File: config.mk
export PLATFORM = sky130hd
export DESIGN_NAME = nq_decode_stage
export DESIGN_NICKNAME = d
export VERILOG_FILES = /design/src/rtl/nq_pkg.sv /design/src/rtl/nq_regfile.sv /design/src/rtl/nq_decode_stage.sv
export SDC_FILE = /design/constraint.sdc
export NUM_CORES = 1
export LEC_CHECK = 0
export CAP_MARGIN = 20
export CORE_MARGIN = 1.5
export CORE_UTILIZATION = 49
export CTS_BUF_LIST = sky130_fd_sc_hd__clkbuf_4 sky130_fd_sc_hd__clkbuf_8
export DETAILED_ROUTE_END_ITERATION = 12
export GPL_TIMING_DRIVEN = 0
export MAX_ROUTING_LAYER = met4
export PLACE_DENSITY_LB_ADDON = 0.2
export SYNTH_ARGS = -nofsm -noshare
export SYNTH_HDL_FRONTEND = slang
export SYNTH_HIERARCHICAL = 1
export SYNTH_SLANG_ARGS = --single-unit
File: constraint.sdc
create_clock -name clk -period 3.4 [get_ports clk]
set_clock_uncertainty 0.05 [all_clocks]
set_input_delay 0.51 -clock clk [delete_from_list [all_inputs] [get_ports clk]]
set_output_delay 0.51 -clock clk [all_outputs]
set_load 0.005 [all_outputs]
File: src/rtl/nq_pkg.sv
// Shared encodings, FSM states and the decode->execute pipeline bundle for the NanoQuarter core.
package nq_pkg;

    localparam logic [1:0] OP_R  = 2'b00;
    localparam logic [1:0] OP_I  = 2'b01;
    localparam logic [1:0] OP_BR = 2'b10;
    localparam logic [1:0] OP_J  = 2'b11;

    localparam logic [2:0] F_LD  = 3'b010;
    localparam logic [2:0] F_ST  = 3'b011;
    localparam logic [2:0] F_JR  = 3'b001;
    localparam logic [2:0] F_BNE = 3'b001;

    localparam logic [1:0] BUB_OP    = 2'b11;
    localparam logic [2:0] BUB_FUNCT = 3'b111;

    typedef enum logic [1:0] {
        ST_RUN,
        ST_SETUP,
        ST_ACCESS
    } state_t;

    typedef struct packed {
        logic [15:0] reg1data;
        logic [15:0] reg2data;
        logic [7:0]  jtarget;
        logic [7:0]  idata;
        logic [5:0]  memaddr;
        logic [4:0]  boffset;
        logic [2:0]  funct;
        logic [1:0]  op;
        logic [1:0]  shamt;
        logic [2:0]  rd;
        logic        bne;
        logic        jr;
        logic        jmp;
        logic        memread;
        logic        memwrite;
        logic        memselect;
        logic        memenable;
        logic        datamemwrite;
        logic        valid;
    } bundle_t;

    // A J-type with funct 111 never writes a register downstream, so it is a safe no-op.
    function automatic bundle_t bubble_bundle();
        bundle_t b;
        b       = '0;
        b.op    = BUB_OP;
        b.funct = BUB_FUNCT;
        return b;
    endfunction

endpackage

File: src/rtl/nq_regfile.sv
// 8x16 register file: two asynchronous read ports, one synchronous write port, r0 hardwired to zero.
module nq_regfile #(
    parameter int NREGS = 8,
    parameter int AW    = $clog2(NREGS)
) (
    input  logic          clk,
    input  logic          rst,
    input  logic [AW-1:0] raddr1,
    input  logic [AW-1:0] raddr2,
    output logic [15:0]   rdata1,
    output logic [15:0]   rdata2,
    input  logic          wen,
    input  logic [AW-1:0] waddr,
    input  logic [15:0]   wdata
);

    logic [15:0] regs [NREGS];

    always_ff @(posedge clk) begin
        if (!rst) begin
            for (int i = 0; i < NREGS; i++) begin
                regs[i] <= '0;
            end
        end else if (wen && waddr != '0) begin
            regs[waddr] <= wdata;
        end
    end

    // Writeback in the same cycle as the read is forwarded so decode never sees stale data.
    always_comb begin
        rdata1 = regs[raddr1];
        if (raddr1 == '0) begin
            rdata1 = '0;
        end else if (wen && waddr == raddr1) begin
            rdata1 = wdata;
        end

        rdata2 = regs[raddr2];
        if (raddr2 == '0) begin
            rdata2 = '0;
        end else if (wen && waddr == raddr2) begin
            rdata2 = wdata;
        end
    end

endmodule

File: src/rtl/nq_decode_stage.sv
// NanoQuarter decode stage: field decode, register read, APB SETUP/ACCESS sequencing and the
// registered bundle consumed by execute/memory.
module nq_decode_stage
    import nq_pkg::*;
#(
    parameter int NREGS = 8,
    parameter int PCW   = 32
) (
    input  logic           clk,
    input  logic           rst,
    input  logic [15:0]    instr_in,
    input  logic [PCW-1:0] pc_in,
    input  logic           ivalid_in,
    input  logic           flush_in,
    input  logic           wb_en,
    input  logic [2:0]     wb_addr,
    input  logic [15:0]    wb_data,
    output logic           stall_out,
    output logic [15:0]    reg1data_out,
    output logic [15:0]    reg2data_out,
    output logic [7:0]     jtarget_out,
    output logic [7:0]     idata_out,
    output logic [5:0]     memaddr_out,
    output logic [4:0]     boffset_out,
    output logic [2:0]     funct_out,
    output logic [1:0]     op_out,
    output logic [1:0]     shamt_out,
    output logic [2:0]     rd_out,
    output logic           bne_out,
    output logic           jr_out,
    output logic           jmp_out,
    output logic           memread_out,
    output logic           memwrite_out,
    output logic           memselect_out,
    output logic           memenable_out,
    output logic           datamemwrite_out,
    output logic [PCW-1:0] pc_out,
    output logic           valid_out
);

    state_t         state;
    bundle_t        bundle_q;
    bundle_t        dec;
    bundle_t        nxt;
    logic [PCW-1:0] pc_q;
    logic [2:0]     rs_idx;
    logic [2:0]     rt_idx;
    logic [15:0]    rs_data;
    logic [15:0]    rt_data;
    logic           is_mem;
    logic           accept;

    nq_regfile #(
        .NREGS(NREGS),
        .AW   (3)
    ) u_regfile (
        .clk   (clk),
        .rst   (rst),
        .raddr1(rs_idx),
        .raddr2(rt_idx),
        .rdata1(rs_data),
        .rdata2(rt_data),
        .wen   (wb_en),
        .waddr (wb_addr),
        .wdata (wb_data)
    );

    // Fields not defined for the current op stay zero; unused read ports address r0.
    always_comb begin
        dec    = '0;
        rs_idx = '0;
        rt_idx = '0;
        dec.op    = instr_in[15:14];
        dec.valid = 1'b1;
        case (instr_in[15:14])
            OP_R: begin
                dec.rd    = instr_in[13:11];
                rs_idx    = instr_in[13:11];
                rt_idx    = instr_in[10:8];
                dec.funct = instr_in[4:2];
                dec.shamt = instr_in[1:0];
            end
            OP_I: begin
                dec.rd    = instr_in[13:11];
                rs_idx    = instr_in[13:11];
                dec.funct = instr_in[10:8];
                dec.idata = instr_in[7:0];
                if (instr_in[10:8] == F_LD) begin
                    dec.memread = 1'b1;
                    dec.memaddr = instr_in[5:0];
                end
                if (instr_in[10:8] == F_ST) begin
                    dec.memwrite = 1'b1;
                    dec.memaddr  = instr_in[5:0];
                end
            end
            OP_BR: begin
                rs_idx      = instr_in[13:11];
                rt_idx      = instr_in[10:8];
                dec.funct   = instr_in[7:5];
                dec.boffset = instr_in[4:0];
                dec.bne     = (instr_in[7:5] == F_BNE);
            end
            default: begin
                dec.funct   = instr_in[13:11];
                rs_idx      = instr_in[10:8];
                dec.jtarget = instr_in[7:0];
                dec.jmp     = 1'b1;
                dec.jr      = (instr_in[13:11] == F_JR);
            end
        endcase
        dec.reg1data = rs_data;
        dec.reg2data = rt_data;
    end

    assign is_mem = dec.memread | dec.memwrite;
    assign accept = ivalid_in & ~flush_in;

    always_comb begin
        nxt              = dec;
        nxt.memselect    = is_mem;
        nxt.memenable    = 1'b0;
        nxt.datamemwrite = dec.memwrite;
    end

    assign stall_out = rst & ((state == ST_SETUP) | ((state == ST_RUN) & accept & is_mem));

    // Once a memory op leaves RUN it runs to completion; only reset can abort it.
    always_ff @(posedge clk) begin
        if (!rst) begin
            state    <= ST_RUN;
            bundle_q <= bubble_bundle();
            pc_q     <= '0;
        end else begin
            case (state)
                ST_RUN: begin
                    if (accept) begin
                        bundle_q <= nxt;
                        pc_q     <= pc_in;
                        state    <= is_mem ? ST_SETUP : ST_RUN;
                    end else begin
                        bundle_q <= bubble_bundle();
                        pc_q     <= '0;
                    end
                end
                ST_SETUP: begin
                    bundle_q.memenable <= 1'b1;
                    state              <= ST_ACCESS;
                end
                ST_ACCESS: begin
                    state <= ST_RUN;
                end
                default: begin
                    state <= ST_RUN;
                end
            endcase
        end
    end

    assign reg1data_out     = bundle_q.reg1data;
    assign reg2data_out     = bundle_q.reg2data;
    assign jtarget_out      = bundle_q.jtarget;
    assign idata_out        = bundle_q.idata;
    assign memaddr_out      = bundle_q.memaddr;
    assign boffset_out      = bundle_q.boffset;
    assign funct_out        = bundle_q.funct;
    assign op_out           = bundle_q.op;
    assign shamt_out        = bundle_q.shamt;
    assign rd_out           = bundle_q.rd;
    assign bne_out          = bundle_q.bne;
    assign jr_out           = bundle_q.jr;
    assign jmp_out          = bundle_q.jmp;
    assign memread_out      = bundle_q.memread;
    assign memwrite_out     = bundle_q.memwrite;
    assign memselect_out    = bundle_q.memselect;
    assign memenable_out    = bundle_q.memenable;
    assign datamemwrite_out = bundle_q.datamemwrite;
    assign pc_out           = pc_q;
    assign valid_out        = bundle_q.valid;

endmodule

# Yosys cells after proc, flatten, opt, wreduce, memory -nomap -nowiden
# Memory sizes are Yosys's and may differ from the RTL's.
# Cells that the tools add are included.
[classes]
eq_ne = 10
bitwise = 7
mux = 32
n_reduce_logical = 13
[op_table]
columns = ["op", "count"]
rows = [
  ["$mux 16", 5],
  ["$mux 78", 1],
  ["$mux 32", 1],
  ["$reduce_or 16->1", 1],
  ["$mux 14", 1],
  ["$mux 3", 4],
  ["$mux 6", 2],
  ["$mux 1", 9],
  ["$pmux 3 s3", 1],
  ["$mux 2", 4],
  ["$mux 8", 1],
  ["$eq 3x1->1 const B", 2],
  ["$eq 3x2->1 const B", 2],
  ["$eq 3x3->1", 2],
  ["$logic_not 3->1", 2],
  ["$mux 5", 1],
  ["$and 1x1->1", 4],
  ["$eq 2x1->1 const B", 2],
  ["$logic_not 2->1", 2],
  ["$pmux 2 s2", 1],
  ["$reduce_or 2->1", 2],
  ["$logic_and 1x1->1", 3],
  ["$reduce_bool 3->1", 1],
  ["$reduce_or 3->1", 1],
  ["other kinds (6)", 7],
]
[word_totals]
word_cells = 84
regBits = 112
ramBits = 128
in_bits = 72
output_inout_bits = 111
memories = 1
[mem_list]
columns = ["name", "words", "width", "read_ports", "rd_ports_with_merged_regs", "wr", "line", "source"]
rows = [
  ["u_regfile.regs", 8, 16, 2, 0, 8, "nq_regfile.sv:17", "logic [15:0] regs [NREGS];"],
]

# Depth between registers and ports, before layout
[logic_depth]
ltp_word = 9
depth_mapped = 12
depth_no_buf = 8

# Modules after synthesis
# The synthesis kept the hierarchy.
[by_module_without_submodules]
columns = ["mod", "cells_per_inst", "instances", "seq_area_each_um2", "area_per_inst_um2"]
rows = [
  ["nq_regfile", 539, 1, 3843.7, 7106.8],
  ["nq_decode_stage", 291, 1, 2222.1, 3611.0],
]

# Worst setup path before layout
# Ideal clock, no wire load.
[synth_path]
path_kind = "input port to flip-flop"
from = "input instr_in[14]"
to = "register bundle_q (netlist bit reg1data_out[11])"
t_arrival_ns = 2.778
slack_ns = 0.456
stages = 9
cell_sequence = "clkbuf_1 > nand2_1 > mux2_2 > buf_4 > buf_4 > mux4_2 > a211oi_1 > nor3_1 > a22o_1"
[synth_between]
elab_chain_cells = 8
word_cells_on_any_way = 12
cone_classes = "eq/ne: 3; mux: 4; reduce/logical: 4; memory: 1"
[synth_lines]
columns = ["item", "line", "source"]
rows = [
  ["start: declaration", "nq_decode_stage.sv:11", "input logic [15:0] instr_in,"],
  ["$eq 2x2->1, or another cell as far along", "nq_decode_stage.sv:75", "case (instr_in[15:14])"],
  ["$reduce_or 3->1 (no line) *", "-", ""],
  ["$mux 3 *", "nq_decode_stage.sv:75", ""],
  ["via rs_idx[1]", "nq_decode_stage.sv:46", "logic [2:0] rs_idx;"],
  ["branches (longest 3 deep; another with $mem_v2 8x16)", "-", ""],
  ["$mux 16 *", "nq_regfile.sv:32", "if (raddr1 == '0) begin"],
  ["via rs_data[11]", "nq_decode_stage.sv:48", "logic [15:0] rs_data;"],
  ["$mux 78 *", "nq_decode_stage.sv:137", "if (accept) begin"],
  ["end signal: assignment", "nq_decode_stage.sv:132", "bundle_q <= bubble_bundle();"],
  ["end signal: assignment", "nq_decode_stage.sv:138", "bundle_q <= nxt;"],
  ["end signal: assignment", "nq_decode_stage.sv:142", "bundle_q <= bubble_bundle();"],
  ["end: declaration", "nq_decode_stage.sv:42", "bundle_t bundle_q;"],
]
# Mark *: on every way through the listed nets, which the timed path passes.
# A chain may end at the register's enable or synchronous reset.

# Worst setup path in the final report
[layout_path]
from = "input instr_in[14]"
to = "register bundle_q (netlist bit reg1data_out[4])"
# The elaborated chain is that of the path after synthesis.

==> results.py <==
metrics = {
    "synthesis": {
        "synth-adder-area-share_pct": 0,
        "ys_types": 46,
        "yosys-mux-area-fraction_pct": 13.5,
        "synth-xor-area-share_pct": 0.560,
        "post_synth_instance_area_um2": 10700,
        "ys_ff_latch": 239,
        "synthesis.yosys.warnings": 6,
        "asyncSetResetFlopFracSynth_pct": 0,
        "synth_sequential_area_ratio_pct": 56.6,
        "synthesis.instances": 830,
        "postSynth.topFlopCell": "sky130_fd_sc_hd__edfxtp_1",
        "postSynthAreaPerCell_um2": 12.9,
        "synth_top_family_by_area": "compound AO/OA/AOI/OAI gates",
        "post_synth_edffs": 128,
        "yosys.area_share.simple_pct": 12.3,
        "synth-compound-area-share_pct": 13.6,
    },
    "job": {
        "max_cap_viol_count": 0,
    },
    "floorplanning": {
        "core_region_area_um2": 21200,
        "die_area_um2": 22800,
        "placement_rows": 53,
        "initial_utilization_pct": 50.5,
        "design.portCount": 183,
        "die_y_um": 151,
        "die_x_um": 151,
    },
    "worst_setup_path": {
        "rr_worst_depth": 4,
        "data_required_time_at_the_worst_endpoint_ns": 3.83,
        "path_depth": 12,
        "cpMaxStageDelayCell": "sky130_fd_sc_hd__clkdlybuf4s50_1",
        "worst_setup_path_end_kind": "register",
        "crit_path_start_kind": "input port",
        "worst-endpoint-arrival_ns": 3.65,
        "cp_slowest_stage_delay_ns": 0.48,
        "path_buf_inv": 5,
        "top_fanout_value_on_the_critical_path": 10,
        "worst_path_most_repeated_cell": "sky130_fd_sc_hd__buf_4",
        "timing.critical_path.cells": "clkdlybuf4s50_1, clkbuf_2, nand2_1, mux2_2, buf_4, buf_4, nand2b_1, buf_2, o22ai_1, a211oi_1, nor3_1, a22o_1",
        "criticalPathCategory": "in -> reg",
        "critical-path-top-delay-family": "buffers and inverters",
    },
    "sta": {
        "post-route-min-period_ns": 3.23,
        "finalCritPeriodShare_pct": 94.9,
        "timing.fmax_mhz": 310,
        "worst_slew_margin_relative_to_its_limit_pct": 37.7,
        "drv_slew": 0,
        "final_hold_viol_count": 0,
        "finalWorstSetupSlack_ns": 0.174,
        "worst_pin_slew_ns": 0.935,
        "rsz0062_at_grt": "false",
        "finalSetupViolCount": 0,
    },
    "final_layout": {
        "layout_commonest_cell": "sky130_fd_sc_hd__clkdlybuf4s50_1",
        "most-common-layout-cells": "sky130_fd_sc_hd__clkdlybuf4s50_1 (180), sky130_fd_sc_hd__edfxtp_1 (128), sky130_fd_sc_hd__and2_1 (112)",
        "layout-area-overhead-vs-synth_pct": 29.2,
        "finalCoreUtilization_pct": 65.3,
        "layout.filler_cells": 1673,
        "finalNetCount": 1145,
        "seqCellArea_um2": 6070,
        "drive_gt1_share_pct": 15.2,
        "antennaDiodeCount": 0,
        "multiInputGateArea_um2": 4360,
    },
    "run_status": {
        "outcome": "finished, final reports clean",
    },
    "global_routing": {
        "via_count_of_the_first_global_routing_pass": 7605,
        "grt_max_degree": 17,
        "grt_antenna_before_repair": 0,
        "grt_util_all_layers_pct": 26.6,
        "global_route_wire_length_before_repair_mm": 44.0,
        "grt_remaining_overflow": 0,
    },
    "pwr": {
        "worst_ir_drop_vdd_mv": 0.308,
        "seqPwrFrac_pct": 48.2,
        "power.static_leakage_nw": 5.11,
        "sw_frac_of_total_pct": 24.5,
        "power_mw": 6.74,
        "power_report.internal_total_mw": 5.09,
        "clkPwrFrac_pct": 39.6,
        "switching_power_mw": 1.65,
        "power.density_cell_area_nw_per_um2": 487,
        "pwr-share-comb_pct": 12.2,
    },
    "worst_hold_path": {
        "hold_path.class": "in -> reg",
        "timing.hold.worst_path_depth": 3,
    },
    "route": {
        "antenna_violating_nets_post_route": 0,
        "drt_first_pass_iters": 5,
        "drt-vias-per-instance": 5.74,
        "drcViolationCount": 0,
        "routed_wirelength_mm": 29.4,
        "post_drt_wl_per_cell_um": 21.3,
        "vias": 7923,
        "detailedRoute.firstIterationViolations": 522,
    },
    "cts": {
        "postCtsSetupBuffers": 0,
        "num_clock_sinks": 239,
        "tritoncts.num_buffers": 41,
        "cts-hold-fix-buffers": 0,
        "cts-htree-levels": 2,
        "clk_root_buffer_cell": "sky130_fd_sc_hd__clkbuf_8",
        "cts_tree": "yes",
        "cts-root-to-sink-buffers": 3,
        "clock_latency_on_the_worst_skew_pair_ns": 0.55,
        "clkTransAtPathRegs_ns": 0.06,
    },
    "placement": {
        "port_buffers": 180,
        "hpwl_mm": 22.0,
        "finalWeightedCongestion": 0.968,
        "place_ws_ns": -0.658,
    },
}
-- Yosys cell counts, types with 3 or more instances --
cell type,n,area (um^2)
sky130_fd_sc_hd__a32o_1,4,40.0
sky130_fd_sc_hd__or2_2,4,25.0
sky130_fd_sc_hd__a22o_1,93,815
sky130_fd_sc_hd__o32ai_1,3,26.3
sky130_fd_sc_hd__xnor2_1,3,26.3
sky130_fd_sc_hd__nand2b_1,7,43.8
sky130_fd_sc_hd__clkbuf_1,29,109
sky130_fd_sc_hd__a22oi_1,3,22.5
sky130_fd_sc_hd__o22ai_1,34,213
sky130_fd_sc_hd__nor2_1,45,169
sky130_fd_sc_hd__buf_2,26,130
sky130_fd_sc_hd__buf_6,4,45.0
sky130_fd_sc_hd__dfxtp_1,111,2220
sky130_fd_sc_hd__edfxtp_1,128,3840
sky130_fd_sc_hd__mux2_2,5,56.3
sky130_fd_sc_hd__inv_1,4,15.0
sky130_fd_sc_hd__and2_1,112,701
sky130_fd_sc_hd__nand2_1,11,41.3
sky130_fd_sc_hd__o21ai_0,8,40.0
sky130_fd_sc_hd__buf_4,6,45.0
sky130_fd_sc_hd__mux4_2,32,721
sky130_fd_sc_hd__a21oi_1,5,25.0
sky130_fd_sc_hd__nor3_1,32,160
sky130_fd_sc_hd__mux2i_1,62,621
sky130_fd_sc_hd__a211oi_1,30,225
sky130_fd_sc_hd__a21o_1,4,30.0
-- final cells by class --
class	count	share of cell area [%]
Sequential cell	239	43.8
Multi-Input combinational cell	535	31.5
Timing Repair Buffer	185	13.4
Clock buffer	63	5.54
Buffer	66	2.54
Tap cell	275	2.48
Clock inverter	12	0.651
Inverter	5	0.136
-- per-layer routing --
metal	global-route usage (%)	vias to the layer above	routed length [um]
met3	4.28	43	2390
met4	9.42	0	756
met2	42.2	348	13700
li1	-	3664	-
met5	-	-	0
met1	34.7	3868	12600
-- per-stage QoR --
step	instance area (um^2)	hold WS (ns)	setup TNS, ns	std cells
5_1_grt	13800	0.315	0	1380
3_5_place_dp	13000	0.388	-11.36	1305
4_1_cts	13800	0.258	0	1380
6_report	13800	0.281	0	1380
3_3_place_gp	12900	0.385	-41.34	1300
2_1_floorplan	10800	0.385	0	845
-- power groups by stage --
stage | clock network [mW] | logic, mW | registers [mW]
after global routing | 2.84 | 0.876 | 3.26
final | 2.67 | 0.825 | 3.25
after global placement | 0 | 0.797 | 3.30
after CTS | 2.72 | 0.817 | 3.25
after floorplan | 0 | 0.464 | 3.29
after detailed placement | 0 | 0.815 | 3.30
-- final timing paths --
check	startpoint	end	slack (ns)
worst min register to register	memselect_out$_SDFFE_PN0N_	memselect_out$_SDFFE_PN0N_	0.40
worst max-delay path	instr_in[14]	reg1data_out[4]$_SDFFE_PN0N_	0.17
worst max register to register	state[1]$_SDFFE_PN0P_	idata_out[7]$_SDFFE_PN0N_	1.25
worst min-delay path	rst	state[1]$_SDFFE_PN0P_	0.28
-- timing repair --
| item | in CTS | in global routing |
|---|---|---|
| pin swaps | 0 | 0 |
| gates cloned | 0 | 0 |
| endpoints found under the setup margin | 10 | 6 |
| resized for setup | 2 | 2 |
-- cells by family (layout without fill, tap and decap cells) --
logic type / count (synthesis) / count (layout)
xor+xnor: 6 / 6
compound gates: 186 / 186
other cells: 1 / 16
buf+inv: 71 / 331
simple gates: 226 / 226
flops: 239 / 239
mux: 101 / 101
-- sequential cells by signal, indices dropped and copies added (netlist names), 2 cells and up --
| name | flops |
|---|---|
| jtarget_out | 8 |
| state | 2 |
| idata_out | 8 |
| shamt_out | 2 |
| reg1data_out | 16 |
| rd_out | 3 |
| pc_out | 32 |
| funct_out | 3 |
| memaddr_out | 6 |
| u_regfile/regs | 128 |
| boffset_out | 5 |
| op_out | 2 |
| reg2data_out | 16 |
-- tightest hold or removal path, stage by stage --
cell and delay [ns]:
sky130_fd_sc_hd__clkbuf_1 0.16, sky130_fd_sc_hd__nand2_1 0.11, sky130_fd_sc_hd__nor2_1 0.04
Power figures use the tool's default switching activity.
